--- src/rtl/pepe_mux_pkg.sv ---
// Shared types and helpers for the registered N:1 multiplexer.
// Holds the mode encoding and the select-width derivation.
package pepe_mux_pkg;

    typedef enum logic {
        MUX_MODE_SEL = 1'b0,
        MUX_MODE_RR  = 1'b1
    } mux_mode_e;

    // A single channel index still needs one bit, so the width never drops below 1.
    function automatic int calc_sw(input int n);
        return (n <= 2) ? 1 : $clog2(n);
    endfunction

endpackage

--- src/rtl/rr_priority_pick.sv ---
// Rotating-priority search: returns the first requester at or after ptr,
// wrapping modulo N, plus a flag telling whether any request is present.
module rr_priority_pick #(
    parameter int N  = 4,
    parameter int SW = 2
) (
    input  logic [N-1:0]  req,
    input  logic [SW-1:0] ptr,
    output logic [SW-1:0] grant,
    output logic          any
);

    // Walking from the farthest offset back to ptr lets the closest requester win last.
    always_comb begin
        grant = '0;
        any   = 1'b0;
        for (int off = N - 1; off >= 0; off--) begin
            if (req[(int'(ptr) + off) % N]) begin
                grant = SW'((int'(ptr) + off) % N);
                any   = 1'b1;
            end
        end
    end

endmodule

--- src/rtl/mux_nx1_reg.sv ---
// Registered N:1 multiplexer with valid/ready handshakes, selectable between
// explicit channel select and round-robin arbitration.
module mux_nx1_reg
    import pepe_mux_pkg::*;
#(
    parameter  int WIDTH = 8,
    parameter  int N     = 4,
    localparam int SW    = calc_sw(N)
) (
    input  logic                  clk,
    input  logic                  reset,
    input  logic [N-1:0][WIDTH-1:0] in_data,
    input  logic [N-1:0]          in_valid,
    output logic [N-1:0]          in_ready,
    input  logic                  mode,
    input  logic [SW-1:0]         sel,
    output logic [WIDTH-1:0]      out_data,
    output logic                  out_valid,
    input  logic                  out_ready,
    output logic [SW-1:0]         out_src
);

    logic             mode_rr;
    logic             load;
    logic             sel_valid;
    logic [SW-1:0]    ptr;
    logic [SW-1:0]    rr_grant;
    logic             rr_any;
    logic [SW-1:0]    grant;
    logic             any_req;
    logic             xfer;
    logic [WIDTH-1:0] grant_data;

    assign mode_rr = (mux_mode_e'(mode) == MUX_MODE_RR);
    assign load    = !out_valid || out_ready;

    rr_priority_pick #(
        .N  (N),
        .SW (SW)
    ) u_pick (
        .req   (in_valid),
        .ptr   (ptr),
        .grant (rr_grant),
        .any   (rr_any)
    );

    // Loop-based lookups keep an out-of-range sel from indexing past the channel array.
    always_comb begin
        sel_valid  = 1'b0;
        grant_data = '0;
        in_ready   = '0;
        for (int i = 0; i < N; i++) begin
            if (sel == SW'(i)) begin
                sel_valid = in_valid[i];
            end
        end
        grant   = mode_rr ? rr_grant : sel;
        any_req = mode_rr ? rr_any : sel_valid;
        for (int i = 0; i < N; i++) begin
            if (grant == SW'(i)) begin
                grant_data = in_data[i];
            end
            if (!reset && load) begin
                in_ready[i] = mode_rr ? (rr_any && (rr_grant == SW'(i))) : (sel == SW'(i));
            end
        end
        xfer = load && any_req && !reset;
    end

    always_ff @(posedge clk) begin
        if (reset) begin
            ptr <= '0;
        end else if (xfer && mode_rr) begin
            ptr <= (grant == SW'(N - 1)) ? '0 : grant + SW'(1);
        end
    end

    // Output register: refills only when empty or drained downstream.
    always_ff @(posedge clk) begin
        if (reset) begin
            out_valid <= 1'b0;
            out_data  <= '0;
            out_src   <= '0;
        end else if (load) begin
            out_valid <= xfer;
            if (xfer) begin
                out_data <= grant_data;
                out_src  <= grant;
            end
        end
    end

endmodule

--- config.mk ---
export PLATFORM = sky130hd
export DESIGN_NAME = mux_nx1_reg
export DESIGN_NICKNAME = d
export VERILOG_FILES = /design/src/rtl/pepe_mux_pkg.sv /design/src/rtl/rr_priority_pick.sv /design/src/rtl/mux_nx1_reg.sv
export SDC_FILE = /design/constraint.sdc
export NUM_CORES = 1
export LEC_CHECK = 0
export ABC_AREA = 1
export CAP_MARGIN = 20
export CELL_PAD_IN_SITES_DETAIL_PLACEMENT = 2
export CELL_PAD_IN_SITES_GLOBAL_PLACEMENT = 2
export CORE_AREA = 2 2 81 90
export CTS_CLUSTER_SIZE = 25
export DETAILED_ROUTE_END_ITERATION = 10
export DIE_AREA = 0 0 83 92
export PLACE_DENSITY_LB_ADDON = 0.15
export SLEW_MARGIN = 20
export SYNTH_ARGS = -nofsm -noshare
export SYNTH_HDL_FRONTEND = slang
export SYNTH_HIERARCHICAL = 1
export SYNTH_SLANG_ARGS = --single-unit
export TNS_END_PERCENT = 30
--- constraint.sdc ---
create_clock -name clk -period 2.65 [get_ports clk]
set_clock_uncertainty 0.05 [all_clocks]
set_input_delay 0.3975 -clock clk [delete_from_list [all_inputs] [get_ports clk]]
set_output_delay 0.3975 -clock clk [all_outputs]
set_load 0.1 [all_outputs]
# Word level (Yosys, flattened, before mapping)
# Cells that the tools add are included.
word_totals:
  regBits: 13
  latch_bits: 0
  ramBits: 0
  romBits: 0
  input_bits: 42
  n_memories: 0
classes:
  addsub: 4
  mul: 0
  div_mod_pow: 0
  order_cmp: 4
  eq_ne: 9
  shifts: 0
  n_mux: 38
  n_bitwise: 3
  n_reduce_logical: 18
op_table:
  columns: ["op", "n"]
  rows:
  - ["$mux W8", 4]
  - ["$mux W1", 24]
  - ["$eq A2 B2 Y1 const B", 6]
  - ["$lt A3 B4 Y1 const B", 3]
  - ["$mux W2", 6]
  - ["$bmux W1 S2", 4]
  - ["$logic_and A1 B1 Y1", 8]
  - ["$eq A2 B1 Y1 const B", 3]
  - ["$logic_not A2 Y1", 3]
  - ["$reduce_or A2 Y1", 3]
  - ["$add A2 B1 Y2 const B", 2]
  - ["$add A2 B2 Y2 const B", 2]
  - ["$and A1 B1 Y1 const A", 3]
  - ["$lt A2 B3 Y1 const B", 1]
  - ["$logic_not A1 Y1", 2]
  - ["$reduce_and A2 Y1", 1]
  - ["$logic_or A1 B1 Y1", 1]

# Longest topological paths before layout
depth:
  word_depth: 16
  mapped_depth: 22
  depth_no_buf: 21

# By module
# The synthesis kept the hierarchy.
modules_own_cells:
  columns: ["mod", "n_inst", "cells_per_inst", "area_each_um2", "seq_area_each_um2"]
  rows:
  - ["mux_nx1_reg", 1, 186, 1091.0, 260.2]
  - ["rr_priority_pick", 1, 44, 215.2, 0.0]

# Least setup slack after synthesis
# Ideal clock, no wire load.
synth_path:
  path_kind: "register to output"
  from: "register ptr[0]"
  to: "output port in_ready[0]"
  arrival_ns: 2.611
  t_required_ns: 2.203
  setup_slack_ns: -0.408
  path_stages_with_launch: 13
  n_path_buf: 1
  path_cell_list: "dfxtp_1 > buf_6 > nand2_1 > and2_4 > nand2_2 > nand2_2 > inv_2 > nand2_1 > nand2_1 > nand2_1 > inv_1 > nand4_1 > a21oi_1"
synth_between:
  elab_chain_len: 12
synth_rtl:
  columns: ["item", "line", "rtl"]
  rows:
  - ["from (decl)", "mux_nx1_reg.sv:26", "logic [SW-1:0] ptr;"]
  - ["from (signal assigned)", "mux_nx1_reg.sv:74", "ptr <= (grant == SW'(N - 1)) ? '0 : grant + SW'(1);"]
  - ["$add A2 B2 Y2", "rr_priority_pick.sv:18, rr_priority_pick.sv:19", null]
  - ["$bmux W1 S2", "rr_priority_pick.sv:18", "if (req[(int'(ptr) + off) % N]) begin"]
  - ["$mux W1 (implied by the code) (2 in a row)", "rr_priority_pick.sv:18", null]
  - ["$mux W2 (3 in a row)", "rr_priority_pick.sv:18", null]
  - ["$mux W2 *", "rr_priority_pick.sv:18", null]
  - ["net rr_grant[0]", "mux_nx1_reg.sv:27", "logic [SW-1:0] rr_grant;"]
  - ["$logic_not A2 Y1 *", "mux_nx1_reg.sv:64", "in_ready[i] = mode_rr ? (rr_any && (rr_grant == SW'(i))) : (sel == SW'(i));"]
  - ["$logic_and A1 B1 Y1 *", "mux_nx1_reg.sv:64", null]
  - ["$mux W1 *", "mux_nx1_reg.sv:64", null]
  - ["$mux W1 *", "mux_nx1_reg.sv:63", "if (!reset && load) begin"]
  - ["to (decl)", "mux_nx1_reg.sv:14", "output logic [N-1:0] in_ready,"]
# The timed path passes the listed nets; every way through them passes the cells marked *. The select of a mux whose other input is x is not followed.

# Worst setup path after layout
layout_path:
  from: "register ptr[0]"
  to: "output port in_ready[3]"
layout_between:
  elab_chain_len: 12
layout_rtl:
  columns: ["item", "line"]
  rows:
  - ["$add A2 B2 Y2", "rr_priority_pick.sv:18, rr_priority_pick.sv:19"]
  - ["$bmux W1 S2", "rr_priority_pick.sv:18"]
  - ["$mux W1 (implied by the code) (2 in a row)", "rr_priority_pick.sv:18"]
  - ["$mux W2 (3 in a row)", "rr_priority_pick.sv:18"]
  - ["$mux W2 *", "rr_priority_pick.sv:18"]
  - ["net rr_grant[1]", "mux_nx1_reg.sv:27"]
  - ["$eq A2 B2 Y1 *", "mux_nx1_reg.sv:64"]
  - ["$logic_and A1 B1 Y1 *", "mux_nx1_reg.sv:64"]
  - ["$mux W1 *", "mux_nx1_reg.sv:64"]
  - ["$mux W1 *", "mux_nx1_reg.sv:63"]
# Marked as above.

==> flow_summary.ini <==
[clocking]
clk_latency_ns = 0.25
clkSlewWorstSetupHoldPaths_ns = 0.06
cts.sinks = 13
cts_tree = built
cts_made_buffers = 3
htree_levels = 1
clockBufferDepth = 2
cts_root_buf = clkbuf_8

[run_status]
outcome = completed

[die]
start_util_pct = 19.1
dieArea_sq_um = 7640
fp.dieW_um = 83
num_io_pins = 57
num_rows = 32
core_sq_um = 6850
die-height_um = 92

[sta]
fmax_ghz = 0.397
grt_setup_unrepaired = true
timing.slew.headroom_pct = 72.7
maxSlewViolCount = 0
worst_pin_slew_ns = 0.408
setup-tns-final_ns = 0
period_share_pct = 95.0
setup_ws_ns = 0.134
setup_violations = 0
hold_viol = 0
fin_crit_ns = 2.52

[layout]
diodes = 0
final_util_pct = 32.5
nets = 350
drive_gt1_share_pct = 29.0
n_fill_cell = 850
final_area_sq_um = 2230
multiInputGateArea_sq_um = 907
seq_area_sq_um = 265
syn_to_final_growth_pct = 70.6

[yosys]
synth_edf_count = 0
syn_area_per_cell_sq_um = 5.68
synth.area.top_cells = nand2_1 22%, dfxtp_1 20%, nand3_1 9.6%
synthesis.area_sq_um = 1310
netlist.area_leader.share_pct = 22.4
synthFlopType = dfxtp_1
ys_warn_count = 6
ys_seq_elements = 13
ys_types = 26
synth_seq_area_share_pct = 19.9
synth_top_area_cell = nand2_1
synthCells = 230
synth_fp_nets = 276
async_reset_ff_share_pct = 0
yosysMostFrequentCell = nand2_1
ys_top_cells_by_count = 78 x nand2_1, 25 x nand3_1, 24 x inv_1, 22 x a21oi_1, 15 x nor2_1

[routing]
vias_per_cell = 4.45
wl_met2_um = 2950
wl_met3_um = 177
wl_per_cell_um = 13.3
wl_met1_um = 1970
maxUsedRoutingLayer = met4
wirelength_um = 5150
vias = 1728
remaining_drc_errors = 0
firstDrtPassIters = 3
first_iter_violations = 15
drtAntennaViolNets = 0

[placement]
io_buffer_count = 56
finalWeightedCongestion = 0.762
place_area_sq_um = 2080
pre_cts_slack_ns = -0.483
dp_hpwl_um = 4250

[worst_setup_path]
cpMaxStageDelayCell = dfxtp_4
cp_max_fo = 5
cp-end-kind = output pin
timing.critical_path.mode_cell = nand3_1
slowest_delay_ns = 0.36
critical_path_class = reg -> out
crit_chain = clkbuf_16 > o21ai_2 > buf_4 > nand3_1 > nand3_1 > nand2_1 > inv_1 > buf_4 > nand3_1 > a21oi_2 > buf_12
start_kind = flip-flop
critPathRequiredTime_ns = 2.20
arrival_ns = 2.07

[worst_hold_path]
min_path_type = reg -> reg

[pwr]
p_leak_nw = 1.09
ir_worst_vdd_mv = 0.272
power_mw = 1.11
powerDensity_nw_per_um2 = 499

[grt]
antenna_found_initial = 0
grt_overflow = 0
grt_pass1_wl_um = 8390
grt_pass1_vias = 1788
gr-usage-all-layers_pct = 13.6
grt_max_degree = 19

[run]
cap_violations = 0
==> report_power, final <==
part	internal, mW	total (mW)	leakage (nW)	switching (mW)
Combinational	0.256	0.696	0.959	0.440
Clock	0.106	0.179	0.0228	0.0730
Sequential	0.220	0.236	0.109	0.0159
==> cell families after synthesis <==
| kind of cell | share of synthesized area [%] |
|---|---|
| and+or+nand+nor | 50.8 |
| adders and majority gates | 3.83 |
| AOI/OAI and AO/OA | 10.5 |
| buffers and inverters | 14.9 |
| DFF | 19.9 |
==> path summary, 6_finish.rpt <==
path / start / to / cells past startpoint / slack, ns
worst max-delay path: ptr[0]$_SDFFE_PP0P_ / in_ready[3] / 11 / 0.13
worst min-delay path: out_src[1]$_SDFFE_PP0P_ / out_src[1]$_SDFFE_PP0P_ / 2 / 0.44
worst max register to register: ptr[0]$_SDFFE_PP0P_ / out_data[3]$_SDFFE_PP0P_ / 16 / 0.19
worst min register to register: out_src[1]$_SDFFE_PP0P_ / out_src[1]$_SDFFE_PP0P_ / 2 / 0.44
==> metal layers <==
| layer | global-route usage (%) | vias to the layer above |
|---|---|---|
| li1 | - | 866 |
| met1 | 13.8 | 820 |
| met2 | 27.9 | 35 |
| met3 | 2.43 | 7 |
| met4 | 3.28 | 0 |
| met5 | 0 | - |
==> worst max-delay path: cells and delay by family (launching register included) <==
family | cells | cell delay (ns)
buf+inv | 5 | 0.71
flops | 1 | 0.36
compound gates | 2 | 0.40
simple gates | 4 | 0.34
==> state kept, by name, indices dropped and copies added (netlist names) <==
name and cells:
out_src 2, ptr 2, out_valid 1, out_data 8
==> per-stage QoR <==
step | hold slack [ns] | std cells
final | 0.439 | 388
after global routing | 0.492 | 388
after CTS | 0.451 | 384
after detailed placement | 0.440 | 380
after global placement | 0.421 | 380
after floorplan | 0.401 | 230
==> cell type report <==
type / instances / share of cell area (%)
multi-input cells: 174 / 40.7
repair buffers: 79 / 34.8
flip-flops and latches: 13 / 11.9
inverters: 33 / 5.84
well taps: 85 / 4.77
clock buffers: 4 / 2.02
==> what timing repair did <==
action                                  in CTS  in global routing
pin swaps                                    2                  6
cloned                                       0                  1
endpoints found under the setup margin      13                 10
hold buffers                                 0                  0
buffers inserted                             0                  3
resized for setup                           12                 16
==> cells in the final DEF, fill, tap and decap left out, drive strengths merged <==
master	n
nand4	3
clkinv	1
o21ai	3
nor2	19
ha	4
and2	1
buf	37
nand3b	9
dlygate4sd2	4
a21oi	23
clkbuf	5
clkdlybuf4s50	37
dfxtp	13
inv	32
nand3	26
nand2	86
(Power assumes the default switching activity.)
